### src/rtl/matmul_ctrl_pkg.sv
// Shared definitions for the matrix-multiplier control blocks.
// Contents:
//   disp_state_t  - dispatcher FSM states (IDLE, RUN, DONE)
//   NUM_CORES_DEF - default number of compute cores
//   ROWS_DEF      - default maximum result rows per job
//   TIMEOUT_DEF   - default per-row watchdog limit in cycles
package matmul_ctrl_pkg;

  typedef enum logic [1:0] {
    IDLE = 2'd0,
    RUN  = 2'd1,
    DONE = 2'd2
  } disp_state_t;

  localparam int NUM_CORES_DEF = 4;
  localparam int ROWS_DEF      = 8;
  localparam int TIMEOUT_DEF   = 1024;

endpackage

### src/rtl/lowest_idle_sel.sv
// Combinational priority encoder: picks the lowest-indexed core whose busy
// bit is clear.
// Ports:
//   busy  in  N  per-core busy bitmap
//   grant out N  one-hot select of the lowest idle core (all zero if none)
//   valid out 1  at least one core is idle
module lowest_idle_sel #(
  parameter int N = 4
) (
  input  logic [N-1:0] busy,
  output logic [N-1:0] grant,
  output logic         valid
);

  // free_below[i] is set when some core with index < i is idle, which
  // blocks core i from being granted.
  logic [N:0] free_below;

  assign free_below[0] = 1'b0;

  for (genvar gi = 0; gi < N; gi++) begin : g_pri
    assign grant[gi]        = ~busy[gi] & ~free_below[gi];
    assign free_below[gi+1] = free_below[gi] | ~busy[gi];
  end

  assign valid = free_below[N];

endmodule

### src/rtl/n_core_dispatcher.sv
// Row dispatcher for an N-core matrix multiplier. A job is requested with
// the status level; each result row is handed to the lowest-indexed idle
// core, completions are counted, and end_process is raised once all rows
// of the job have finished. end_process is held until status drops.
//
// Optional feature macro: CORE_TIMEOUT_EN
//   Defined   - per-core watchdog; a core busy for TIMEOUT_CYCLES without
//               core_done raises error and ends the job.
//   Undefined - no watchdog; error is constant 0.
//
// Ports:
//   clk          in   1                 clock, rising edge
//   rst          in   1                 synchronous active-high reset
//   status       in   1                 job request level (sampled in IDLE)
//   num_rows     in   ROW_W+1           rows in the job (clamped to ROWS)
//   core_start   out  NUM_CORES         one-cycle start pulse per core
//   core_row     out  NUM_CORES*ROW_W   row index for core i in slice i
//   core_done    in   NUM_CORES         one-cycle completion pulse per core
//   busy         out  1                 job running
//   rows_done    out  ROW_W+1           completed rows in the current job
//   end_process  out  1                 job finished
//   error        out  1                 watchdog fired
module n_core_dispatcher
  import matmul_ctrl_pkg::*;
#(
  parameter int NUM_CORES      = NUM_CORES_DEF,
  parameter int ROWS           = ROWS_DEF,
  parameter int ROW_W          = $clog2(ROWS),
  parameter int TIMEOUT_CYCLES = TIMEOUT_DEF
) (
  input  logic                       clk,
  input  logic                       rst,
  input  logic                       status,
  input  logic [ROW_W:0]             num_rows,
  output logic [NUM_CORES-1:0]       core_start,
  output logic [NUM_CORES*ROW_W-1:0] core_row,
  input  logic [NUM_CORES-1:0]       core_done,
  output logic                       busy,
  output logic [ROW_W:0]             rows_done,
  output logic                       end_process,
  output logic                       error
);

  localparam int CNT_W = ROW_W + 1;

  if (NUM_CORES < 1 || NUM_CORES > 16 || ROWS < 2 || TIMEOUT_CYCLES < 1) begin : g_param_check
    $error("n_core_dispatcher: parameter out of range");
  end

  disp_state_t state_reg, state_next;

  logic [CNT_W-1:0]           count_reg, count_next;
  logic [CNT_W-1:0]           next_row_reg, next_row_next;
  logic [CNT_W-1:0]           rows_done_reg, rows_done_next;
  logic [NUM_CORES-1:0]       busy_map_reg, busy_map_next;
  logic [NUM_CORES-1:0]       core_start_reg, core_start_next;
  logic [NUM_CORES*ROW_W-1:0] core_row_reg, core_row_next;
  logic                       busy_reg;
  logic                       end_reg;
  logic                       error_reg, error_next;

  logic [CNT_W-1:0]     num_rows_clamped;
  logic [NUM_CORES-1:0] valid_done;
  logic [CNT_W-1:0]     done_cnt;
  logic [CNT_W-1:0]     rows_done_sum;
  logic [NUM_CORES-1:0] grant;
  logic                 grant_valid;
  logic                 dispatch_ok;
  logic                 timeout_hit;

  assign num_rows_clamped = (num_rows > CNT_W'(ROWS)) ? CNT_W'(ROWS) : num_rows;

  // Completions from cores that were never started (or were cleared by
  // reset/timeout) are dropped here.
  assign valid_done = core_done & busy_map_reg;

  // The count of valid dones is bounded by the rows still outstanding, so
  // CNT_W bits are always enough.
  always_comb begin
    done_cnt = '0;
    for (int i = 0; i < NUM_CORES; i++) begin
      done_cnt = done_cnt + CNT_W'(valid_done[i]);
    end
  end

  assign rows_done_sum = rows_done_reg + done_cnt;

  // Selection uses the registered bitmap, so a core finishing this cycle
  // is only eligible for a new row from the next cycle on.
  lowest_idle_sel #(
    .N (NUM_CORES)
  ) u_sel (
    .busy  (busy_map_reg),
    .grant (grant),
    .valid (grant_valid)
  );

  assign dispatch_ok = (state_reg == RUN) && grant_valid &&
                       (next_row_reg < count_reg) && !timeout_hit;

`ifdef CORE_TIMEOUT_EN
  localparam int TMO_W = $clog2(TIMEOUT_CYCLES + 1);

  logic [NUM_CORES-1:0] expire;

  // A counter restarts when its core is dispatched and advances every
  // cycle the core stays busy. It expires on the edge at which it would
  // reach TIMEOUT_CYCLES with no done arriving in the same cycle.
  for (genvar gi = 0; gi < NUM_CORES; gi++) begin : g_wdog
    logic [TMO_W-1:0] tmo_cnt_reg;

    always_ff @(posedge clk) begin
      if (rst) begin
        tmo_cnt_reg <= '0;
      end else if (core_start_next[gi]) begin
        tmo_cnt_reg <= '0;
      end else if (busy_map_reg[gi]) begin
        tmo_cnt_reg <= tmo_cnt_reg + TMO_W'(1);
      end
    end

    assign expire[gi] = busy_map_reg[gi] & ~core_done[gi] &
                        (tmo_cnt_reg == TMO_W'(TIMEOUT_CYCLES - 1));
  end

  assign timeout_hit = (state_reg == RUN) && (|expire);
`else
  assign timeout_hit = 1'b0;
`endif

  always_comb begin
    state_next      = state_reg;
    count_next      = count_reg;
    next_row_next   = next_row_reg;
    rows_done_next  = rows_done_reg;
    busy_map_next   = busy_map_reg;
    core_start_next = '0;
    core_row_next   = core_row_reg;
    error_next      = error_reg;

    unique case (state_reg)
      IDLE: begin
        if (status) begin
          count_next     = num_rows_clamped;
          next_row_next  = '0;
          rows_done_next = '0;
          busy_map_next  = '0;
          error_next     = 1'b0;
          state_next     = (num_rows_clamped == '0) ? DONE : RUN;
        end
      end

      RUN: begin
        rows_done_next = rows_done_sum;
        busy_map_next  = busy_map_reg & ~valid_done;
        if (timeout_hit) begin
          busy_map_next = '0;
          error_next    = 1'b1;
          state_next    = DONE;
        end else begin
          if (dispatch_ok) begin
            busy_map_next   = busy_map_next | grant;
            core_start_next = grant;
            next_row_next   = next_row_reg + CNT_W'(1);
            for (int i = 0; i < NUM_CORES; i++) begin
              if (grant[i]) begin
                core_row_next[i*ROW_W +: ROW_W] = next_row_reg[ROW_W-1:0];
              end
            end
          end
          if (rows_done_sum == count_reg) begin
            state_next = DONE;
          end
        end
      end

      DONE: begin
        if (!status) begin
          error_next = 1'b0;
          state_next = IDLE;
        end
      end

      default: state_next = IDLE;
    endcase
  end

  always_ff @(posedge clk) begin
    if (rst) begin
      state_reg <= IDLE;
    end else begin
      state_reg <= state_next;
    end
  end

  always_ff @(posedge clk) begin
    if (rst) begin
      count_reg      <= '0;
      next_row_reg   <= '0;
      rows_done_reg  <= '0;
      busy_map_reg   <= '0;
      core_start_reg <= '0;
      core_row_reg   <= '0;
      busy_reg       <= 1'b0;
      end_reg        <= 1'b0;
      error_reg      <= 1'b0;
    end else begin
      count_reg      <= count_next;
      next_row_reg   <= next_row_next;
      rows_done_reg  <= rows_done_next;
      busy_map_reg   <= busy_map_next;
      core_start_reg <= core_start_next;
      core_row_reg   <= core_row_next;
      busy_reg       <= (state_next == RUN);
      end_reg        <= (state_next == DONE);
      error_reg      <= error_next;
    end
  end

  assign core_start  = core_start_reg;
  assign core_row    = core_row_reg;
  assign busy        = busy_reg;
  assign rows_done   = rows_done_reg;
  assign end_process = end_reg;
  assign error       = error_reg;

endmodule
### config.mk
export PLATFORM = sky130hd
export DESIGN_NAME = n_core_dispatcher
export DESIGN_NICKNAME = d
export VERILOG_FILES = /design/src/rtl/matmul_ctrl_pkg.sv /design/src/rtl/lowest_idle_sel.sv /design/src/rtl/n_core_dispatcher.sv
export SDC_FILE = /design/constraint.sdc
export NUM_CORES = 1
export LEC_CHECK = 0
export ABC_AREA = 1
export CELL_PAD_IN_SITES_DETAIL_PLACEMENT = 1
export CELL_PAD_IN_SITES_GLOBAL_PLACEMENT = 2
export CORE_MARGIN = 10
export CORE_UTILIZATION = 29
export DETAILED_ROUTE_END_ITERATION = 7
export GPL_TIMING_DRIVEN = 0
export PLACE_DENSITY_LB_ADDON = 0.1
export SYNTH_ARGS = -nofsm -noshare
export SYNTH_HDL_FRONTEND = slang
export SYNTH_SLANG_ARGS = --single-unit
export TNS_END_PERCENT = 5
### constraint.sdc
create_clock -name clk -period 3.7 [get_ports clk]
set_clock_uncertainty 0.15 [all_clocks]
set_input_delay 0.74 -clock clk [delete_from_list [all_inputs] [get_ports clk]]
set_output_delay 0.74 -clock clk [all_outputs]
set_load 0.1 [all_outputs]
==> results.sh, run 1 <==
export IMPL_cts_sinks=36
export IMPL_worst_endpoint_required_ps=3730
export IMPL_via_per_inst=4.51
export IMPL_ys_ff_latch=36
export IMPL_syn_area_mm2=0.00187
export IMPL_worstSkewPairLatency_ps=290
export IMPL_cts_htree_levels=2
export IMPL_antennaDiodeCount=0
export IMPL_die_area_mm2=0.0101
export IMPL_synth_adder_area_share_pct=6.56
export IMPL_layoutNonFillerInstCount=371
export IMPL_totalWireLength_um=5060
export IMPL_p_seq_share_pct=44.5
export IMPL_pin_count=34
export IMPL_yosysWarnings=0
export IMPL_min_to="rows_done[0]"
export IMPL_p_leak_uw=0.00105
export IMPL_vias=1674
export IMPL_cts_tree="done"
export IMPL_drive_gt1_share_pct=7.48
export IMPL_internal_power_uw=641
export IMPL_cts_resized=0
export IMPL_dr_pass1_iters=4
export IMPL_hold_buffers=0
export IMPL_drc=0
export IMPL_grt_ovfl_total=0
export IMPL_routabilityCongestion=0.727
export IMPL_drt_iter0_drc=37
export IMPL_yosysSeqAreaShare_pct=38.6
export IMPL_r2r_start="busy_map_reg[2]"
export IMPL_core_area_mm2=0.00631
export IMPL_port_buffers=31
export IMPL_cts_root_buf="clkbuf_8"
export IMPL_synth_simple_area_share_pct=34.2
export IMPL_grt_max_degree=12
export IMPL_finalSetupViolations=0
export IMPL_power_density_mw_per_mm2=380
export IMPL_max_slew_margin_rel_pct=34.8
export IMPL_area_delta_synth_final_pct=27.5
export IMPL_fin_crit_sh_pct=92.2
export IMPL_startpoint_type="input pin"
export IMPL_crit_type="input pin to flop"
export IMPL_layout_min_cycle_time_ps=3410
export IMPL_reg2reg_depth=15
export IMPL_min_from="rows_done[0]"
export IMPL_die_h_um=100
export IMPL_postRouteAntennaNets=0
export IMPL_dpl_hpwl_um=3890
export IMPL_cp_arrival_ps=3440
export IMPL_rows=29
export IMPL_pwr_share_clk_pct=38.4
export IMPL_min_path_cells=2
export IMPL_worstSetupStartpoint="core_done[0]"
export IMPL_peakVddDrop_mv=0.130
export IMPL_finish_net_count=312
export IMPL_finalHoldViolations=0
export IMPL_status="finished clean"
export IMPL_report_final_slew_viol_count=0
export IMPL_grt_pass1_vias=1759
export IMPL_path_max_fanout=3
export IMPL_cts_buffers=5
export IMPL_antenna_found_initial=0
export IMPL_tightestPinTransition_ps=976
export IMPL_synth_xor_area_share_pct=0.938
export IMPL_drv_cap=0
export IMPL_rr_endpoint="state_reg[0]"
export IMPL_switching_share_pct=29.1
export IMPL_grt_pass1_wl_um=8580
export IMPL_end_kind="flop"
export IMPL_placed_cells=363
export IMPL_track_usage_pct=10.6
export IMPL_die_w_um=100
export IMPL_worstHoldPathType="flop to flop"
export IMPL_largest_reg_flops=12
export IMPL_r2r_setup_slack_ps=780
export IMPL_synth_top_family_by_area="simple AND/OR/NAND/NOR gates"
export IMPL_max_freq_mhz=293
export IMPL_synth_mux_area_share_pct=0
export IMPL_syn_inst=255
export IMPL_power_switching_uw=263
export IMPL_multi_input_area_um2=953
export IMPL_rsz0062_at_grt="no"
export IMPL_wl_per_cell_um=13.6
export IMPL_p_comb_share_pct=17.1
export IMPL_nFillCells=807
export IMPL_cts_path_max_buffers=2
export IMPL_synth_compound_area_share_pct=9.18
export IMPL_start_util_pct=29.6
export IMPL_cts_clk_slew_worst_paths_ps=70
export IMPL_cts_setup_buffers=0
export IMPL_syn_area_per_cell_um2=7.33
export IMPL_regArea_um2=721
export IMPL_tns_ps=0
export IMPL_syn_nets=274
export IMPL_synth_cell_types=26
[kinds of logic (layout without fill, tap and decap cells)]
family | Yosys count | after routing
compound gates | 26 | 26
fa+ha+maj | 8 | 8
simple gates | 133 | 133
xor+xnor | 2 | 2
flops | 36 | 36
buf+inv | 49 | 88
other cells | 1 | 1
[critical path, stage by stage]
cell and delay (ps):
clkdlybuf4s50_1 400, nand2_1 60, inv_1 60, fa_1 500, inv_1 50, fa_1 390
inv_1 90, fa_1 460, inv_1 80, nand2_1 50, nand2_1 50, nand3_1 70
nor2_1 140, nand3_1 120, nand3_1 100, a21oi_1 70
[Yosys cell counts]
cell,n,area [um2]
nor2_1,34,128
a31oi_4,1,21.3
inv_1,40,150
inv_2,1,3.75
buf_2,2,10.0
buf_4,2,15.0
nor3_1,1,5.00
a21oi_4,1,16.3
conb_1,1,3.75
nand4_1,5,31.3
o21ai_0,3,15.0
nand3_4,2,35.0
o32ai_1,3,26.3
ha_1,5,62.6
nand2_2,2,12.5
o22ai_1,2,12.5
nand3_1,18,90.1
clkinv_1,2,7.51
dfxtp_1,36,721
xnor2_1,1,8.76
a21oi_1,16,80.1
nand4_4,4,85.1
xor2_1,1,8.76
clkbuf_1,2,7.51
nand2_1,67,251
fa_1,3,60.1
[final cells by class]
type / instances / area share (%)
Buffer: 6 / 1.37
Clock buffer: 6 / 3.05
Clock inverter: 2 / 1.47
Inverter: 43 / 6.78
Multi-Input combinational cell: 170 / 40.0
Sequential cell: 36 / 30.3
Tap cell: 77 / 4.04
Timing Repair Buffer: 31 / 13.0
[stage by stage]
step | hold WS [ps] | total power [uW] | area (um2) | setup WS [ps] | util [%]
finish | 357 | 904 | 2380 | 289 | 37.7
global route | 402 | 950 | 2380 | 38.6 | 37.7
CTS | 365 | 924 | 2380 | 262 | 37.7
detailed placement | 356 | 570 | 2270 | -65.1 | 36.0
global placement | 352 | 569 | 2270 | -29.7 | 36.0
floorplan | 317 | 526 | 1870 | 621 | -
[power groups by stage]
stage | Combinational, uW | Sequential (uW) | Clock [uW]
6_report | 155 | 403 | 347
3_5_place_dp | 158 | 412 | 0
4_1_cts | 158 | 403 | 363
2_1_floorplan | 79.9 | 446 | 0
3_3_place_gp | 157 | 412 | 0
5_1_grt | 171 | 404 | 374
[placed cells by master (no fill, tap or decap), types with 2 or more instances in the layout]
| master | count |
|---|---|
| nand2_1 | 67 |
| dfxtp_1 | 36 |
| clkinv_1 | 2 |
| nand3_1 | 18 |
| o32ai_1 | 3 |
| o22ai_1 | 2 |
| clkdlybuf4s50_1 | 31 |
| clkbuf_1 | 3 |
| fa_1 | 3 |
| nand4_1 | 5 |
| clkbuf_8 | 5 |
| ha_1 | 5 |
| buf_4 | 2 |
| nand3_4 | 2 |
| o21ai_0 | 3 |
| nor2_1 | 34 |
| a21oi_1 | 16 |
| buf_2 | 2 |
| nand4_4 | 4 |
| nand2_2 | 2 |
| inv_1 | 40 |
[per-layer routing]
layer  GRT usage (%)  part of all wire [%]
met1            12.5                    47
met2            17.1                    46
met3            3.64                   5.5
met4            4.24                   1.5
met5               0                     0
[worst max-delay path by stage]
stage / cells after the start / to / slack [ps]
2_1_floorplan: 15 / busy / 620
3_3_place_gp: 16 / busy / -30
3_5_place_dp: 16 / state_reg[0] / -70
4_1_cts: 16 / state_reg[0] / 260
5_1_grt: 16 / state_reg[0] / 40
6_report: 16 / state_reg[0] / 290
Note: power is estimated with default switching activity, not from simulation.
==> inputs of run 2 (changes only) <==
--- a/config.mk
+++ b/config.mk
@@ -13,6 +13,7 @@
 export DETAILED_ROUTE_END_ITERATION = 7
 export GPL_TIMING_DRIVEN = 0
 export PLACE_DENSITY_LB_ADDON = 0.1
+export SETUP_SLACK_MARGIN = 0.02
 export SYNTH_ARGS = -nofsm -noshare
 export SYNTH_HDL_FRONTEND = slang
 export SYNTH_SLANG_ARGS = --single-unit
==> results of run 2 <==
Same layout as run 1: the final DEF is identical, and so are final timing and power.
